### src/rtl/sap_microsequencer.sv
// T-state control sequencer for the SAP-style CPU: fetch T0-T2, opcode-dependent execute T3-T5,
// latched HALT with resume, and single-step gating of every live stage word.
// state | meaning
// T0-T5 | fetch / execute stage, word driven only while live
// HALT  | stopped after HLT (or unknown opcode), waits for resume_i
// HOLD  | post-reset idle, leaves on first advance
module sap_microsequencer #(
  parameter int OPCODE_W        = 4,
  parameter int STAGE_W         = 3,
  parameter bit HALT_ON_UNKNOWN = 1'b0
) (
  input  logic                clk,
  input  logic                rst,
  input  logic [OPCODE_W-1:0] opcode_i,
  input  logic                flag_c_i,
  input  logic                flag_z_i,
  input  logic                step_mode_i,
  input  logic                step_i,
  input  logic                resume_i,
  output logic [15:0]         cw_o,
  output logic [STAGE_W-1:0]  stage_o,
  output logic                halted_o,
  output logic                instr_done_o
);

  typedef enum logic [STAGE_W-1:0] {
    ST_T0   = STAGE_W'(0),
    ST_T1   = STAGE_W'(1),
    ST_T2   = STAGE_W'(2),
    ST_T3   = STAGE_W'(3),
    ST_T4   = STAGE_W'(4),
    ST_T5   = STAGE_W'(5),
    ST_HALT = STAGE_W'((1 << STAGE_W) - 2),
    ST_HOLD = STAGE_W'((1 << STAGE_W) - 1)
  } stage_t;

  localparam logic [15:0] CW_IDLE = 16'h0FE3;

  localparam int FLAG_LOAD = 15, PC_INC = 14, PC_EN = 13, PC_LOAD = 12;
  localparam int MAR_ADDR_N = 11, MAR_MEM_N = 10, RAM_EN_N = 9, RAM_LOAD_N = 8;
  localparam int IR_LOAD_N = 7, IR_EN_N = 6, REGA_LOAD_N = 5, REGA_EN = 4;
  localparam int ADDER_SUB = 3, REGB_EN = 2, REGB_LOAD_N = 1, OUT_LOAD_N = 0;

  localparam logic [3:0] OP_HLT = 4'h0, OP_NOP = 4'h1, OP_ADD = 4'h2, OP_SUB = 4'h3;
  localparam logic [3:0] OP_LDA = 4'h4, OP_OUT = 4'h5, OP_STA = 4'h6, OP_JMP = 4'h7;
  localparam logic [3:0] OP_LDI = 4'h8, OP_JC  = 4'h9, OP_JZ  = 4'hA;

  stage_t      stage_q, stage_d, nxt, last;
  logic        live_q, live_d;
  logic        adv, upper_set, is_hlt, take_jmp;
  logic [3:0]  op;
  logic [15:0] word;

  assign adv       = !step_mode_i || step_i;
  assign upper_set = (opcode_i >> 4) != '0;

  always_comb begin
    op = opcode_i[3:0];
    if (upper_set || opcode_i[3:0] > OP_JZ) op = HALT_ON_UNKNOWN ? OP_HLT : OP_NOP;
  end

  assign is_hlt   = (op == OP_HLT);
  assign take_jmp = (op == OP_JMP) || (op == OP_JC && flag_c_i) || (op == OP_JZ && flag_z_i);

  always_comb begin
    word = CW_IDLE;
    case (op)
      OP_ADD, OP_SUB, OP_STA: last = ST_T5;
      OP_LDA:                 last = ST_T4;
      default:                last = ST_T3;
    endcase
    case (stage_q)
      ST_T0: begin word[PC_EN] = 1'b1; word[MAR_ADDR_N] = 1'b0; end
      ST_T1: word[PC_INC] = 1'b1;
      ST_T2: begin word[RAM_EN_N] = 1'b0; word[IR_LOAD_N] = 1'b0; end
      ST_T3: begin
        if (op == OP_ADD || op == OP_SUB || op == OP_LDA || op == OP_STA) begin
          word[IR_EN_N] = 1'b0; word[MAR_ADDR_N] = 1'b0;
        end else if (op == OP_OUT) begin
          word[REGA_EN] = 1'b1; word[OUT_LOAD_N] = 1'b0;
        end else if (op == OP_LDI) begin
          word[IR_EN_N] = 1'b0; word[REGA_LOAD_N] = 1'b0;
        end else if (take_jmp) begin
          word[IR_EN_N] = 1'b0; word[PC_LOAD] = 1'b1;
        end
      end
      ST_T4: begin
        if (op == OP_ADD || op == OP_SUB) begin
          word[RAM_EN_N] = 1'b0; word[REGB_LOAD_N] = 1'b0;
        end else if (op == OP_LDA) begin
          word[RAM_EN_N] = 1'b0; word[REGA_LOAD_N] = 1'b0;
        end else if (op == OP_STA) begin
          word[REGA_EN] = 1'b1; word[MAR_MEM_N] = 1'b0;
        end
      end
      ST_T5: begin
        if (op == OP_ADD || op == OP_SUB) begin
          word[REGB_EN] = 1'b1; word[REGA_LOAD_N] = 1'b0; word[FLAG_LOAD] = 1'b1;
          word[ADDER_SUB] = (op == OP_SUB);
        end else if (op == OP_STA) begin
          word[RAM_LOAD_N] = 1'b0;
        end
      end
      default: ;
    endcase
  end

  // Past-last guard keeps a mid-instruction opcode change from running into HALT/HOLD codes.
  always_comb begin
    case (stage_q)
      ST_T0: nxt = ST_T1;
      ST_T1: nxt = ST_T2;
      ST_T2: nxt = ST_T3;
      ST_T3, ST_T4, ST_T5: begin
        if (is_hlt)                nxt = ST_HALT;
        else if (stage_q >= last)  nxt = ST_T0;
        else                       nxt = stage_t'(stage_q + 1'b1);
      end
      default: nxt = ST_HOLD;
    endcase
  end

  always_comb begin
    stage_d = stage_q;
    live_d  = live_q;
    case (stage_q)
      ST_HOLD: if (adv) begin stage_d = ST_T0; live_d = 1'b1; end
      ST_HALT: begin
        live_d = 1'b0;
        if (resume_i) begin stage_d = ST_T0; live_d = !step_mode_i; end
      end
      ST_T0, ST_T1, ST_T2, ST_T3, ST_T4, ST_T5: begin
        if (live_q) begin
          stage_d = nxt;
          live_d  = !step_mode_i;
        end else if (adv) begin
          live_d = 1'b1;
        end
      end
      default: begin stage_d = ST_HOLD; live_d = 1'b0; end
    endcase
  end

  always_ff @(posedge clk) begin
    if (rst) begin
      stage_q <= ST_HOLD;
      live_q  <= 1'b0;
    end else begin
      stage_q <= stage_d;
      live_q  <= live_d;
    end
  end

  assign cw_o         = live_q ? word : CW_IDLE;
  assign stage_o      = stage_q;
  assign halted_o     = (stage_q == ST_HALT);
  assign instr_done_o = live_q && !is_hlt && (stage_q == last);

endmodule

### config.mk
export PLATFORM = sky130hd
export DESIGN_NAME = sap_microsequencer
export DESIGN_NICKNAME = d
export VERILOG_FILES = /design/src/rtl/sap_microsequencer.sv
export SDC_FILE = /design/constraint.sdc
export NUM_CORES = 1
export LEC_CHECK = 0
export CAP_MARGIN = 30
export CORE_ASPECT_RATIO = 0.75
export CORE_UTILIZATION = 38
export DETAILED_ROUTE_END_ITERATION = 10
export PLACE_DENSITY = 0.87
export SETUP_SLACK_MARGIN = 0.02
export SYNTH_ARGS = -nofsm -noshare
export SYNTH_HDL_FRONTEND = slang
export SYNTH_SLANG_ARGS = --single-unit
### constraint.sdc
create_clock -name clk -period 2.9 [get_ports clk]
set_clock_uncertainty 0.15 [all_clocks]
set_input_delay 0.87 -clock clk [delete_from_list [all_inputs] [get_ports clk]]
set_output_delay 0.87 -clock clk [all_outputs]
set_load 0.1 [all_outputs]
==> impl_summary.txt, run 1 <==
----------------------------------------------------
[Placed design]
  Routability Congestion ... between 0.8 and 0.9
  Count of input and output buffers ... 31
  Instance area after placement ... 1560 µm²
  HPWL after DPL ... 2.71 mm
  Worst slack at placement ... -0.873 ns

[Logic synthesis]
  Number of enable-type register cells in the synthesized netlist ... 0
  Yosys reg bits ... 4
  Most numerous cell types in the synthesized netlist ... 14 x sky130_fd_sc_hd__nor2_1, 13 x sky130_fd_sc_hd__a21oi_1, 13 x sky130_fd_sc_hd__nand2_1
  Most repeated cell in the gate-level netlist after synthesis ... sky130_fd_sc_hd__nor2_1
  Most area-consuming cells after synthesis ... sky130_fd_sc_hd__ha_1 14%, sky130_fd_sc_hd__dfxtp_1 10%, sky130_fd_sc_hd__a21oi_1 8.3%, sky130_fd_sc_hd__nor2_1 6.7%, sky130_fd_sc_hd__nand2_1 6.2%
  Synthesized area per cell ... 6.51 µm²
  Count of distinct cell types in the synthesized netlist ... 37
  Top flip-flop cell by instance count after synthesis ... sky130_fd_sc_hd__dfxtp_1
  Mapped Nets ... 141
  Portion of synthesized cell area occupied by the leading cell type ... about 14%
  Mapped cell area ... 788 µm²
  Largest area contributor in the netlist ... sky130_fd_sc_hd__ha_1
  Synth warn ... 0
  Sequential element share of the synthesized area ... approximately a tenth
  Cells after synthesis ... roughly 120
  Proportion of synthesized flip-flops having asynchronous set or reset ... 0%

[Clocking]
  Hold buffers post-CTS ... 0
  Post-cts resize count ... 69
  Number of levels in the clock H-tree ... 1
  Number of clock buffers inserted by TritonCTS ... 3
  Post-CTS Setup Bufs ... 9
  Max Root-Sink Buffers ... 2
  Sink Count ... 4
  Clock Root Buffer ... sky130_fd_sc_hd__clkbuf_4

[Floorplan]
  Row count ... 13
  I/O pin total ... 32
  Width of the chip ... approximately 55 µm
  Initial Utilization ... 42.9%
  Height of the chip ... 41.4 µm

[Status]
  Outcome ... did not finish
  Stage at which the flow ended ... clock tree synthesis
  First error line in the log ... [ERROR DPL-0038] Utilization greater than 100%, impossible to legalize

----------------------------------------------------
## per-stage QoR
| step | std cells | util (%) | hold slack [ns] |
|---|---|---|---|
| 3_5_place_dp | 192 | 85.1 | 0.382 |
| 3_3_place_gp | 192 | 85.1 | 0.363 |
| 2_1_floorplan | 121 | - | 0.511 |
## cells by family after synthesis
group,count (synthesis),share of synthesized area (%)
AND/OR/NAND/NOR,49,31.3
AO/OA/AOI/OAI,39,32.9
buffers and inverters,19,10.2
adder cells (fa/ha/maj),9,14.3
flip-flops,4,10.2
multiplexers,1,1.27
==> inputs of run 2 (changes only) <==
--- a/config.mk
+++ b/config.mk
@@ -6,11 +6,10 @@
 export NUM_CORES = 1
 export LEC_CHECK = 0
 export CAP_MARGIN = 30
-export CORE_ASPECT_RATIO = 0.75
-export CORE_UTILIZATION = 38
+export CORE_AREA = 2 2 63 65
 export DETAILED_ROUTE_END_ITERATION = 10
-export PLACE_DENSITY = 0.87
-export SETUP_SLACK_MARGIN = 0.02
+export DIE_AREA = 0 0 65 67
+export PLACE_DENSITY_LB_ADDON = 0.15
 export SYNTH_ARGS = -nofsm -noshare
 export SYNTH_HDL_FRONTEND = slang
 export SYNTH_SLANG_ARGS = --single-unit
==> constraint.sdc (replaced) <==
create_clock -name clk -period 3.8 [get_ports clk]
set_clock_uncertainty 0.15 [all_clocks]
set_input_delay 1.14 -clock clk [delete_from_list [all_inputs] [get_ports clk]]
set_output_delay 1.14 -clock clk [all_outputs]
set_load 0.1 [all_outputs]
==> run 2 against run 1 <==
  * The run now ends clean
  * Synthesized cell count unchanged
  * Synthesized area unchanged
==> impl_summary.txt, run 2 <==
----------------------------------------------------
[Status]
  Outcome ... finished, final reports clean

[Timing]
  Transition at the pin with the smallest max-transition slack ... 0.498 ns
  Number of endpoints with negative hold slack in the final report ... 0
  Final number of max-transition violations ... 0
  Clock period minus worst slack ... 3.76 ns
  Crit share post-route ... 98.9%
  Max frequency ... 266 MHz
  Setup violation total in the final timing report ... 0
  Worst hold margin ... 0.423 ns
  Unrepaired setup endpoints after global routing ... false
  Remaining max-slew budget at the tightest pin ... 66.8%
  Total Neg Setup Slack ... 0 ns

[Final layout]
  Antenna cells ... 0
  Share of cells above drive strength 1 ... ~45%
  Number of flip-flops under the largest register name ... 3
  Post-layout util ... a little over two fifths
  Synthesis-to-layout area growth ... 98.4%
  Leading cell types in the layout, fill and taps excluded ... 27 x sky130_fd_sc_hd__buf_4, 14 x sky130_fd_sc_hd__buf_12, 12 x sky130_fd_sc_hd__a21oi_1
  # nets final ... 190
  Non-filler cells, final ... 216
  Commonest non-fill, non-tap cell in the layout ... sky130_fd_sc_hd__buf_4

[Logic synthesis]
  Cells after synthesis ... between 100 and 150
  Count of distinct cell types in the synthesized netlist ... 37
  Sequential element share of the synthesized area ... 10.2%
  Most numerous cell types in the synthesized netlist ... 14 x sky130_fd_sc_hd__nor2_1, 13 x sky130_fd_sc_hd__a21oi_1, 13 x sky130_fd_sc_hd__nand2_1
  Yosys reg bits ... 4
  Top flip-flop cell by instance count after synthesis ... sky130_fd_sc_hd__dfxtp_1
  Most area-consuming cells after synthesis ... sky130_fd_sc_hd__ha_1 14%, sky130_fd_sc_hd__dfxtp_1 10%, sky130_fd_sc_hd__a21oi_1 8.3%, sky130_fd_sc_hd__nor2_1 6.7%, sky130_fd_sc_hd__nand2_1 6.2%
  Number of enable-type register cells in the synthesized netlist ... 0
  Largest area contributor in the netlist ... sky130_fd_sc_hd__ha_1
  Proportion of synthesized flip-flops having asynchronous set or reset ... 0%
  Most repeated cell in the gate-level netlist after synthesis ... sky130_fd_sc_hd__nor2_1
  Portion of synthesized cell area occupied by the leading cell type ... 14.3%
  Synthesized area per cell ... 6.51 µm²
  Mapped Nets ... about 140
  Mapped cell area ... 788 µm²
  Synth warn ... 0

[Clocking]
  Number of levels in the clock H-tree ... 1
  Clock Root Buffer ... sky130_fd_sc_hd__clkbuf_8
  Clock latency on the worst-skew pair ... between 0.2 and 0.25 ns
  Max Root-Sink Buffers ... 2
  Number of clock buffers inserted by TritonCTS ... 3
  Clock tree from TritonCTS ... yes
  Hold buffers post-CTS ... 0
  Sink Count ... 4
  Clock-pin slew on the worst setup and hold paths ... ~0.040 ns

[Floorplan]
  Row count ... 22
  Width of the chip ... 65 µm
  Die Outline Area ... 4360 µm²
  Height of the chip ... 67 µm
  Placeable core area ... between 3000 and 4000 µm²
  Initial Utilization ... 21.9%
  I/O pin total ... 32

[Pwr]
  Leakage power total ... 0.675 nW
  Pwr Total ... 0.00101 W
  Share of total power consumed by net switching ... 59.3%
  Worst ir drop on vdd ... about 0.50 mV
  Combinational share of power ... between 70% and 80%
  Clock network fraction of total power ... 9.2%
  P_int ... approximately 0.00041 W
  Portion of total power attributed to sequential cells ... 13.1%
  Power spent charging and discharging nets ... between 0.0006 and 0.0007 W
  Pwr dens ... 648 nW/µm²

[Placed design]
  Routability Congestion ... 0.869
  Total placed cells including tap cells ... 210
  Count of input and output buffers ... 31
  HPWL after DPL ... 2.20 mm

[Global route]
  Largest net degree at the start of global routing ... 19
  Remaining global-route overflow ... 0
  Global-route wire length before repair ... 4.54 mm
  Number of antenna violations at the first check in global routing ... 0
  GRT Overall Usage ... 13.2%
  Via count of the first global-routing pass ... 1000

[Worst setup path]
  WP data required ... 2.51 ns
  Crit path DAT ... 2.47 ns
  Worst Setup End Kind ... output port
  Startpoint Class ... primary input
  Worst Path Max Fanout ... 3
  Category of the most critical setup path ... primary input to output port

[Routing]
  Detailed-routing iteration count for the pre-antenna-repair pass ... 4
  Vias after detailed routing ... 1033
  Total wire length after detailed routing ... 2.79 mm
  Detailed-route DRC error count ... 0
  Number of violations reported at the end of detailed-routing iteration 0 ... 33
  DRT antenna net count ... 0
  Post-detailed-route via-to-cell ratio ... between 4 and 5
  Average routed wire per standard cell ... 12.9 µm

[Flow run]
  Number of max-capacitance violations reported ... 0

[Min path]
  Classification of the worst-slack hold path ... flip-flop to flip-flop

----------------------------------------------------
[run 2: final timing paths]
path / from / to / slack [ns] / cells after the start
setup / recovery: opcode_i[1] / instr_done_o / 0.04 / 9
hold / removal: stage_o[0] / stage_o[0] / 0.42 / 2
setup reg to reg: stage_o[2] / stage_o[1] / 1.58 / 6
hold reg to reg: stage_o[0] / stage_o[0] / 0.42 / 2
[run 2: timing repair]
action,in CTS,in global routing
setup buffers,2,1
endpoints found under the setup margin,11,1
resized for setup,29,1
pin swaps,5,4
[run 2: worst max-delay path: stages]
cell,delay (ns)
sky130_fd_sc_hd__buf_6,0.10
sky130_fd_sc_hd__buf_6,0.12
sky130_fd_sc_hd__mux2i_4,0.16
sky130_fd_sc_hd__o22ai_2,0.10
sky130_fd_sc_hd__buf_4,0.15
sky130_fd_sc_hd__ha_4,0.25
sky130_fd_sc_hd__nand4_1,0.13
sky130_fd_sc_hd__nor2_4,0.15
sky130_fd_sc_hd__buf_12,0.18
[run 2: metal layers]
layer  global-route usage (%)  part of all wire (%)
met5                        0                     0
met1                     16.3                    45
met4                     4.52                  0.79
met3                    0.507                   3.0
met2                     24.4                    51
[run 2: cell families (layout without fill, tap and decap cells)]
family	count (synthesis)	in the layout	synth area share, %
AO/OA/AOI/OAI	39	39	32.9
flip-flops	4	4	10.2
AND/OR/NAND/NOR	49	49	31.3
buffers and inverters	19	66	10.2
multiplexers	1	1	1.27
adder cells (fa/ha/maj)	9	9	14.3
[run 2: final cells by class]
| class | count | area (µm²) |
|---|---|---|
| fill | 356 | 2040 |
| timing repair buffer | 52 | 587 |
| multi-input combinational | 98 | 751 |
| clock buffer | 3 | 41.3 |
| sequential | 4 | 83.8 |
| inverter | 11 | 41.3 |
| tap | 48 | 60.1 |
[run 2: power groups by stage]
stage / Clock (W) / Combinational [W] / Sequential, W
2_1_floorplan: 0 / 0.000505 / 0.000198
4_1_cts: 0.0000938 / 0.000789 / 0.000132
6_report: 0.0000930 / 0.000788 / 0.000132
3_5_place_dp: 0 / 0.000772 / 0.000129
5_1_grt: 0.0000955 / 0.000845 / 0.000142
3_3_place_gp: 0 / 0.000759 / 0.000129
[run 2: metrics by stage]
step | area (µm²) | worst slack [ns]
after floorplan | 873 | -0.527
after global placement | 1450 | -0.420
after detailed placement | 1450 | -0.452
after CTS | 1550 | 0.0182
after global routing | 1560 | 0.00453
final | 1560 | 0.0404
Power figures use the tool's default switching activity.
==> inputs of run 3 (changes only) <==
--- a/config.mk
+++ b/config.mk
@@ -5,6 +5,7 @@
 export SDC_FILE = /design/constraint.sdc
 export NUM_CORES = 1
 export LEC_CHECK = 0
+export ABC_AREA = 1
 export CAP_MARGIN = 30
 export CORE_AREA = 2 2 63 65
 export DETAILED_ROUTE_END_ITERATION = 10
==> run 3 against run 2 <==
  * The flow now finishes with violations (setup timing)
  * Synthesized area is 1.4% lower
  * Maximum frequency is 2.3% lower
  * Clock-buffer cell count stayed put
  * Flip-flop and latch count stayed put
  * Sequential share of layout area is 0.48 points lower
  * Sequential power is 14% lower
  * Register-to-register slack worse by 0.33 ns
  * Via count is 8.3% higher
  * Die area stayed put
  * Total power is 17% higher
  * Core utilization is 4.3 points higher
  * Critical path type unchanged
  * Largest cell class unchanged
==> impl_summary.txt, run 3 <==
----------------------------------------------------
[Logic synthesis]
  Sequential element share of the synthesized area ... 10.3%
  Mapped Nets ... 157
  Synthesized area per cell ... around 5.7 µm²
  Proportion of synthesized flip-flops having asynchronous set or reset ... 0%
  Mapped cell area ... slightly below 800 µm²
  Cells after synthesis ... 137
  Number of enable-type register cells in the synthesized netlist ... 0
  Most numerous cell types in the synthesized netlist ... 34 x sky130_fd_sc_hd__nand2_1, 21 x sky130_fd_sc_hd__inv_1, 17 x sky130_fd_sc_hd__nor2_1
  Most area-consuming cells after synthesis ... sky130_fd_sc_hd__nand2_1 16%, sky130_fd_sc_hd__ha_1 14%, sky130_fd_sc_hd__dfxtp_1 10%, sky130_fd_sc_hd__inv_1 10%, sky130_fd_sc_hd__nor2_1 8.2%
  Most repeated cell in the gate-level netlist after synthesis ... sky130_fd_sc_hd__nand2_1
  Largest area contributor in the netlist ... sky130_fd_sc_hd__nand2_1
  Count of distinct cell types in the synthesized netlist ... 24
  Portion of synthesized cell area occupied by the leading cell type ... between 10% and 20%
  Yosys reg bits ... 4
  Top flip-flop cell by instance count after synthesis ... sky130_fd_sc_hd__dfxtp_1
  Synth warn ... 0

[Global route]
  GRT Overall Usage ... 14.1%
  Via count of the first global-routing pass ... 1202
  Global-route wire length before repair ... roughly 5 mm
  Number of antenna violations at the first check in global routing ... 0
  Remaining global-route overflow ... 0
  Largest net degree at the start of global routing ... 10

[Final layout]
  Synthesis-to-layout area growth ... 121%
  Number of flip-flops under the largest register name ... 3
  Leading cell types in the layout, fill and taps excluded ... 36 x sky130_fd_sc_hd__buf_4, 30 x sky130_fd_sc_hd__nand2_1, 15 x sky130_fd_sc_hd__nor2_1
  Antenna cells ... 0
  Commonest non-fill, non-tap cell in the layout ... sky130_fd_sc_hd__buf_4
  Share of cells above drive strength 1 ... 49.5%
  Post-layout util ... 47.6%
  Layout Cell Area excl Fill ... 1720 µm²
  Non-filler cells, final ... 250
  # nets final ... 224

[Placed design]
  Instance area after placement ... 1490 µm²
  Count of input and output buffers ... 31
  HPWL after DPL ... 2.24 mm
  Total placed cells including tap cells ... 234
  Routability Congestion ... 0.792

[Floorplan]
  Placeable core area ... between 3000 and 4000 µm²
  Height of the chip ... about 67 µm
  Row count ... 22
  I/O pin total ... 32
  Initial Utilization ... approximately 22%
  Die Outline Area ... 4360 µm²
  Width of the chip ... 65 µm

[Clocking]
  Clock Root Buffer ... sky130_fd_sc_hd__clkbuf_8
  Max Root-Sink Buffers ... 2
  Clock latency on the worst-skew pair ... roughly 0.21 ns
  Number of levels in the clock H-tree ... 1
  Clock tree from TritonCTS ... yes
  Hold buffers post-CTS ... 0
  Number of clock buffers inserted by TritonCTS ... 3
  Clock-pin slew on the worst setup and hold paths ... ~0.030 ns
  Sink Count ... 4

[Timing]
  Setup violation total in the final timing report ... 1
  Transition at the pin with the smallest max-transition slack ... 0.446 ns
  Clock period minus worst slack ... 3.85 ns
  Remaining max-slew budget at the tightest pin ... 70.2%
  Number of endpoints with negative hold slack in the final report ... 0
  Unrepaired setup endpoints after global routing ... true
  Smallest setup slack after layout ... -0.0499 ns
  Max frequency ... 260 MHz
  Final number of max-transition violations ... 0
  Crit share post-route ... 101%

[Worst setup path]
  Worst Path Max Fanout ... 4
  Worst Setup End Kind ... output port
  WP data required ... roughly 2.5 ns
  Crit path DAT ... around 2.6 ns
  Startpoint Class ... primary input
  Category of the most critical setup path ... primary input to output port

[Routing]
  Vias after detailed routing ... 1119
  DRT antenna net count ... 0
  Post-detailed-route via-to-cell ratio ... 4.48
  Number of violations reported at the end of detailed-routing iteration 0 ... 19
  Detailed-route DRC error count ... 0
  Average routed wire per standard cell ... 11.5 µm
  Total wire length after detailed routing ... between 2 and 3 mm
  Detailed-routing iteration count for the pre-antenna-repair pass ... 4

[Min path]
  Classification of the worst-slack hold path ... flip-flop to flip-flop

[Status]
  Outcome ... complete, but fails checks
  Violated checks ... setup timing

[Pwr]
  Leakage power total ... 0.881 nW
  Worst ir drop on vdd ... 0.334 mV
  Pwr dens ... 691 nW/µm²

[Flow run]
  Number of max-capacitance violations reported ... 0

----------------------------------------------------
run 3: changes by cell type in the layout (fill, tap and decap cells not counted), moves of 3 or more:
cell	previous run	this run
sky130_fd_sc_hd__inv_1	9	14
sky130_fd_sc_hd__nand2_1	10	30
sky130_fd_sc_hd__a21oi_1	12	6
sky130_fd_sc_hd__inv_2	2	8
sky130_fd_sc_hd__nand3_1	3	7
sky130_fd_sc_hd__nand4_1	2	9
sky130_fd_sc_hd__buf_4	27	36
sky130_fd_sc_hd__nor2b_1	3	0
sky130_fd_sc_hd__clkinvlp_4	0	3
sky130_fd_sc_hd__nor2_1	10	15
sky130_fd_sc_hd__o31ai_1	3	0
run 3: metal layers:
metal | global-route usage [%] | vias up | wire, µm
met5 | 0 | - | 0
met4 | 3.99 | 0 | 17
met3 | 2.20 | 2 | 81
met2 | 26.4 | 25 | 1550
met1 | 16.4 | 510 | 1240
li1 | - | 582 | -
run 3: cells by family after synthesis:
| logic type | after synthesis | synth area share, % |
|---|---|---|
| adder cells (fa/ha/maj) | 9 | 14.5 |
| buffers and inverters | 26 | 13.0 |
| AO/OA/AOI/OAI | 18 | 14.5 |
| AND/OR/NAND/NOR | 80 | 47.7 |
| flip-flops | 4 | 10.3 |
run 3: worst paths after layout:
path	from	endpoint	slack [ns]	depth (start not counted)
max	opcode_i[3]	instr_done_o	-0.05	12
min	stage_o[0]	stage_o[0]	0.38	2
max reg2reg	stage_o[0]	stage_o[1]	1.25	18
min reg2reg	stage_o[0]	stage_o[0]	0.38	2
run 3: worst max-delay path, stage by stage:
cell and delay [ns]:
sky130_fd_sc_hd__buf_8 0.08, sky130_fd_sc_hd__clkinvlp_4 0.12, sky130_fd_sc_hd__nand4_1 0.17, sky130_fd_sc_hd__nand2_4 0.08, sky130_fd_sc_hd__nor2_4 0.14, sky130_fd_sc_hd__inv_2 0.07
sky130_fd_sc_hd__ha_4 0.28, sky130_fd_sc_hd__nand3_4 0.09, sky130_fd_sc_hd__nor2_4 0.09, sky130_fd_sc_hd__nand2_2 0.06, sky130_fd_sc_hd__clkinvlp_4 0.08, sky130_fd_sc_hd__buf_12 0.16
run 3: where the power goes:
| part | total (W) | internal, W | switching (W) | leakage [nW] |
|---|---|---|---|---|
| combinational | 0.000986 | 0.000349 | 0.000638 | 0.826 |
| clock | 0.0000876 | 0.0000674 | 0.0000202 | 0.0216 |
| sequential | 0.000113 | 0.0000675 | 0.0000453 | 0.0331 |
| total | 0.00119 | 0.000483 | 0.000703 | 0.881 |
run 3: cell type report:
cell class	count	area, µm²
Timing Repair Buffer	63	674
Sequential cell	4	83.8
Clock buffer	3	41.3
Multi-Input combinational cell	107	753
Inverter	25	105
Fill cell	336	1890
Tap cell	48	60.1
run 3: per-stage QoR:
step / hold slack [ns] / TNS, ns / total power [W] / worst slack (ns)
after floorplan: 0.445 / -0.631 / 0.000728 / -0.202
after global placement: 0.375 / -1.14 / 0.000952 / -0.494
after detailed placement: 0.376 / -1.36 / 0.000958 / -0.542
after CTS: 0.383 / -0.0864 / 0.00115 / -0.0836
after global routing: 0.434 / -0.117 / 0.00129 / -0.117
final: 0.382 / -0.0499 / 0.00119 / -0.0499
run 3: repair_timing:
action / in CTS / in global routing
endpoints found under the setup margin: 10 / 5
buffers inserted: 14 / 2
gates resized for setup: 28 / 9
pin swaps: 6 / 11
==> inputs of run 4 (changes only) <==
--- a/config.mk
+++ b/config.mk
@@ -10,7 +10,9 @@
 export CORE_AREA = 2 2 63 65
 export DETAILED_ROUTE_END_ITERATION = 10
 export DIE_AREA = 0 0 65 67
+export GPL_ROUTABILITY_DRIVEN = 0
 export PLACE_DENSITY_LB_ADDON = 0.15
+export SKIP_LAST_GASP = 1
 export SYNTH_ARGS = -nofsm -noshare
 export SYNTH_HDL_FRONTEND = slang
 export SYNTH_SLANG_ARGS = --single-unit
==> run 4 against run 3 <==
  * The run still ends with setup timing left
  * Critical path depth unchanged
  * Non-clock buffer count stayed put
  * Setup slack hardly changed
  * First-iteration DRC count did not move
  * Hold slack unchanged
  * Via count about the same
  * Clock power hardly changed
  * Die area is the same
  * Critical endpoint unchanged
==> impl_summary.txt, run 4 (same netlist as run 3, synthesis figures left out) <==
----------------------------------------------------
[Final layout]
  Commonest non-fill, non-tap cell in the layout ... sky130_fd_sc_hd__buf_4
  Antenna cells ... 0
  Synthesis-to-layout area growth ... 121%
  Leading cell types in the layout, fill and taps excluded ... 37 x sky130_fd_sc_hd__buf_4, 30 x sky130_fd_sc_hd__nand2_1, 15 x sky130_fd_sc_hd__nor2_1
  # nets final ... 224
  Layout Cell Area excl Fill ... 1710 µm²
  Share of cells above drive strength 1 ... 49.5%
  Number of flip-flops under the largest register name ... 3
  Post-layout util ... between 40% and 50%

[Placed design]
  Count of input and output buffers ... 31
  Worst slack at placement ... -0.542 ns
  HPWL after DPL ... roughly 2.2 mm
  Instance area after placement ... 1490 µm²

[Floorplan]
  Placeable core area ... 3610 µm²
  Height of the chip ... 67 µm
  Row count ... 22
  Initial Utilization ... 21.5%
  I/O pin total ... 32
  Width of the chip ... roughly 65 µm
  Die Outline Area ... 4360 µm²

[Routing]
  DRT antenna net count ... 0
  Detailed-route DRC error count ... 0
  Average routed wire per standard cell ... 11.5 µm
  Post-detailed-route via-to-cell ratio ... approximately 4.5
  Total wire length after detailed routing ... around 2.9 mm
  Detailed-routing iteration count for the pre-antenna-repair pass ... 4
  Number of violations reported at the end of detailed-routing iteration 0 ... 19
  Vias after detailed routing ... ~1.1k

[Pwr]
  Leakage power total ... approximately 0.9 nW
  Pwr dens ... 690 nW/µm²
  Pwr Total ... roughly 0.0012 W
  Worst ir drop on vdd ... 0.334 mV

[Clocking]
  Clock tree from TritonCTS ... yes
  Clock Root Buffer ... sky130_fd_sc_hd__clkbuf_8
  Number of clock buffers inserted by TritonCTS ... 3
  Sink Count ... 4
  Clock-pin slew on the worst setup and hold paths ... 0.03 ns
  Max Root-Sink Buffers ... 2
  Clock latency on the worst-skew pair ... 0.21 ns
  Hold buffers post-CTS ... 0
  Number of levels in the clock H-tree ... 1

[Timing]
  Smallest setup slack after layout ... -0.0501 ns
  Final number of max-transition violations ... 0
  Remaining max-slew budget at the tightest pin ... 70.2%
  Max frequency ... 260 MHz
  Total Neg Setup Slack ... -0.0501 ns
  Setup violation total in the final timing report ... 1
  Clock period minus worst slack ... 3.85 ns
  Crit share post-route ... 101%
  Unrepaired setup endpoints after global routing ... true
  Number of endpoints with negative hold slack in the final report ... 0
  Transition at the pin with the smallest max-transition slack ... approximately 0.45 ns

[Status]
  Outcome ... complete, but fails checks
  Violated checks ... setup timing

[Worst setup path]
  Chain of cells forming the critical path ... buf_8 -> clkinvlp_4 -> nand4_1 -> nand2_4 -> nor2_4 -> inv_2 -> ha_4 -> nand3_4 -> nor2_4 -> nand2_2 -> clkinvlp_4 -> buf_12
  WP data required ... 2.51 ns
  Register-to-Register Setup Slack ... 1.23 ns
  Slowest Stage Delay on Critical Path ... 0.28 ns
  Worst Setup End Kind ... output port
  Count of buffer and inverter cells on the critical path ... 5
  Category of the most critical setup path ... primary input to output port
  Startpoint Class ... primary input
  Gate family responsible for the most delay along the worst path ... simple AND/OR/NAND/NOR gates
  Crit path max-delay cell type ... sky130_fd_sc_hd__ha_4
  Worst Path Max Fanout ... 4
  Crit path DAT ... around 2.6 ns

[Global route]
  Largest net degree at the start of global routing ... 10
  Via count of the first global-routing pass ... 1200
  Remaining global-route overflow ... 0
  Number of antenna violations at the first check in global routing ... 0
  GRT Overall Usage ... roughly 14%
  Global-route wire length before repair ... 4.92 mm

[Min path]
  Classification of the worst-slack hold path ... flip-flop to flip-flop

[Flow run]
  Number of max-capacitance violations reported ... 0

----------------------------------------------------
[run 4: changes by cell type in the layout (fill, tap and decap cells not counted)]
cell and delta:
sky130_fd_sc_hd__buf_4 +1, sky130_fd_sc_hd__buf_6 -1
[run 4: worst paths after layout]
kind               start           end  depth (start not counted)
min reg2reg   stage_o[0]    stage_o[0]                          2
min           stage_o[0]    stage_o[0]                          2
max reg2reg   stage_o[0]    stage_o[1]                         18
max          opcode_i[3]  instr_done_o                         12
[run 4: layout make-up]
type	instances	area [µm²]
Tap cell	48	60.1
Inverter	25	105
Multi-Input combinational cell	107	753
Timing Repair Buffer	63	671
Clock buffer	3	41.3
Fill cell	337	1890
Sequential cell	4	83.8
[run 4: power by group]
part	switching, W	internal [W]	total, W
Clock	0.0000202	0.0000674	0.0000876
Sequential	0.0000453	0.0000675	0.000113
Combinational	0.000637	0.000346	0.000983
Total	0.000703	0.000480	0.00118
[run 4: what timing repair did]
action | 4_1_cts | 5_1_grt
setup buffers | 14 | 2
setup endpoints to repair | 10 | 5
pin swaps | 6 | 11
resized for setup | 27 | 9
[run 4: worst min-delay path: cells and delay by family, from the launching register on]
kind / cells / cell delay [ns]
simple gates: 1 / 0.05
flops: 1 / 0.37
compound gates: 1 / 0.08
[run 4: through the flow]
stage	std cells	hold slack (ns)
after detailed placement	234	0.376
after floorplan	137	0.445
after global routing	250	0.434
final	250	0.382
after global placement	234	0.375
after CTS	251	0.383
[run 4: layer usage]
layer	track usage, %	part of all wire, %	up-vias
met5	0	0	-
met4	3.99	0.59	0
met3	2.20	2.8	2
met2	26.4	54	25
met1	16.3	43	510
li1	-	-	581
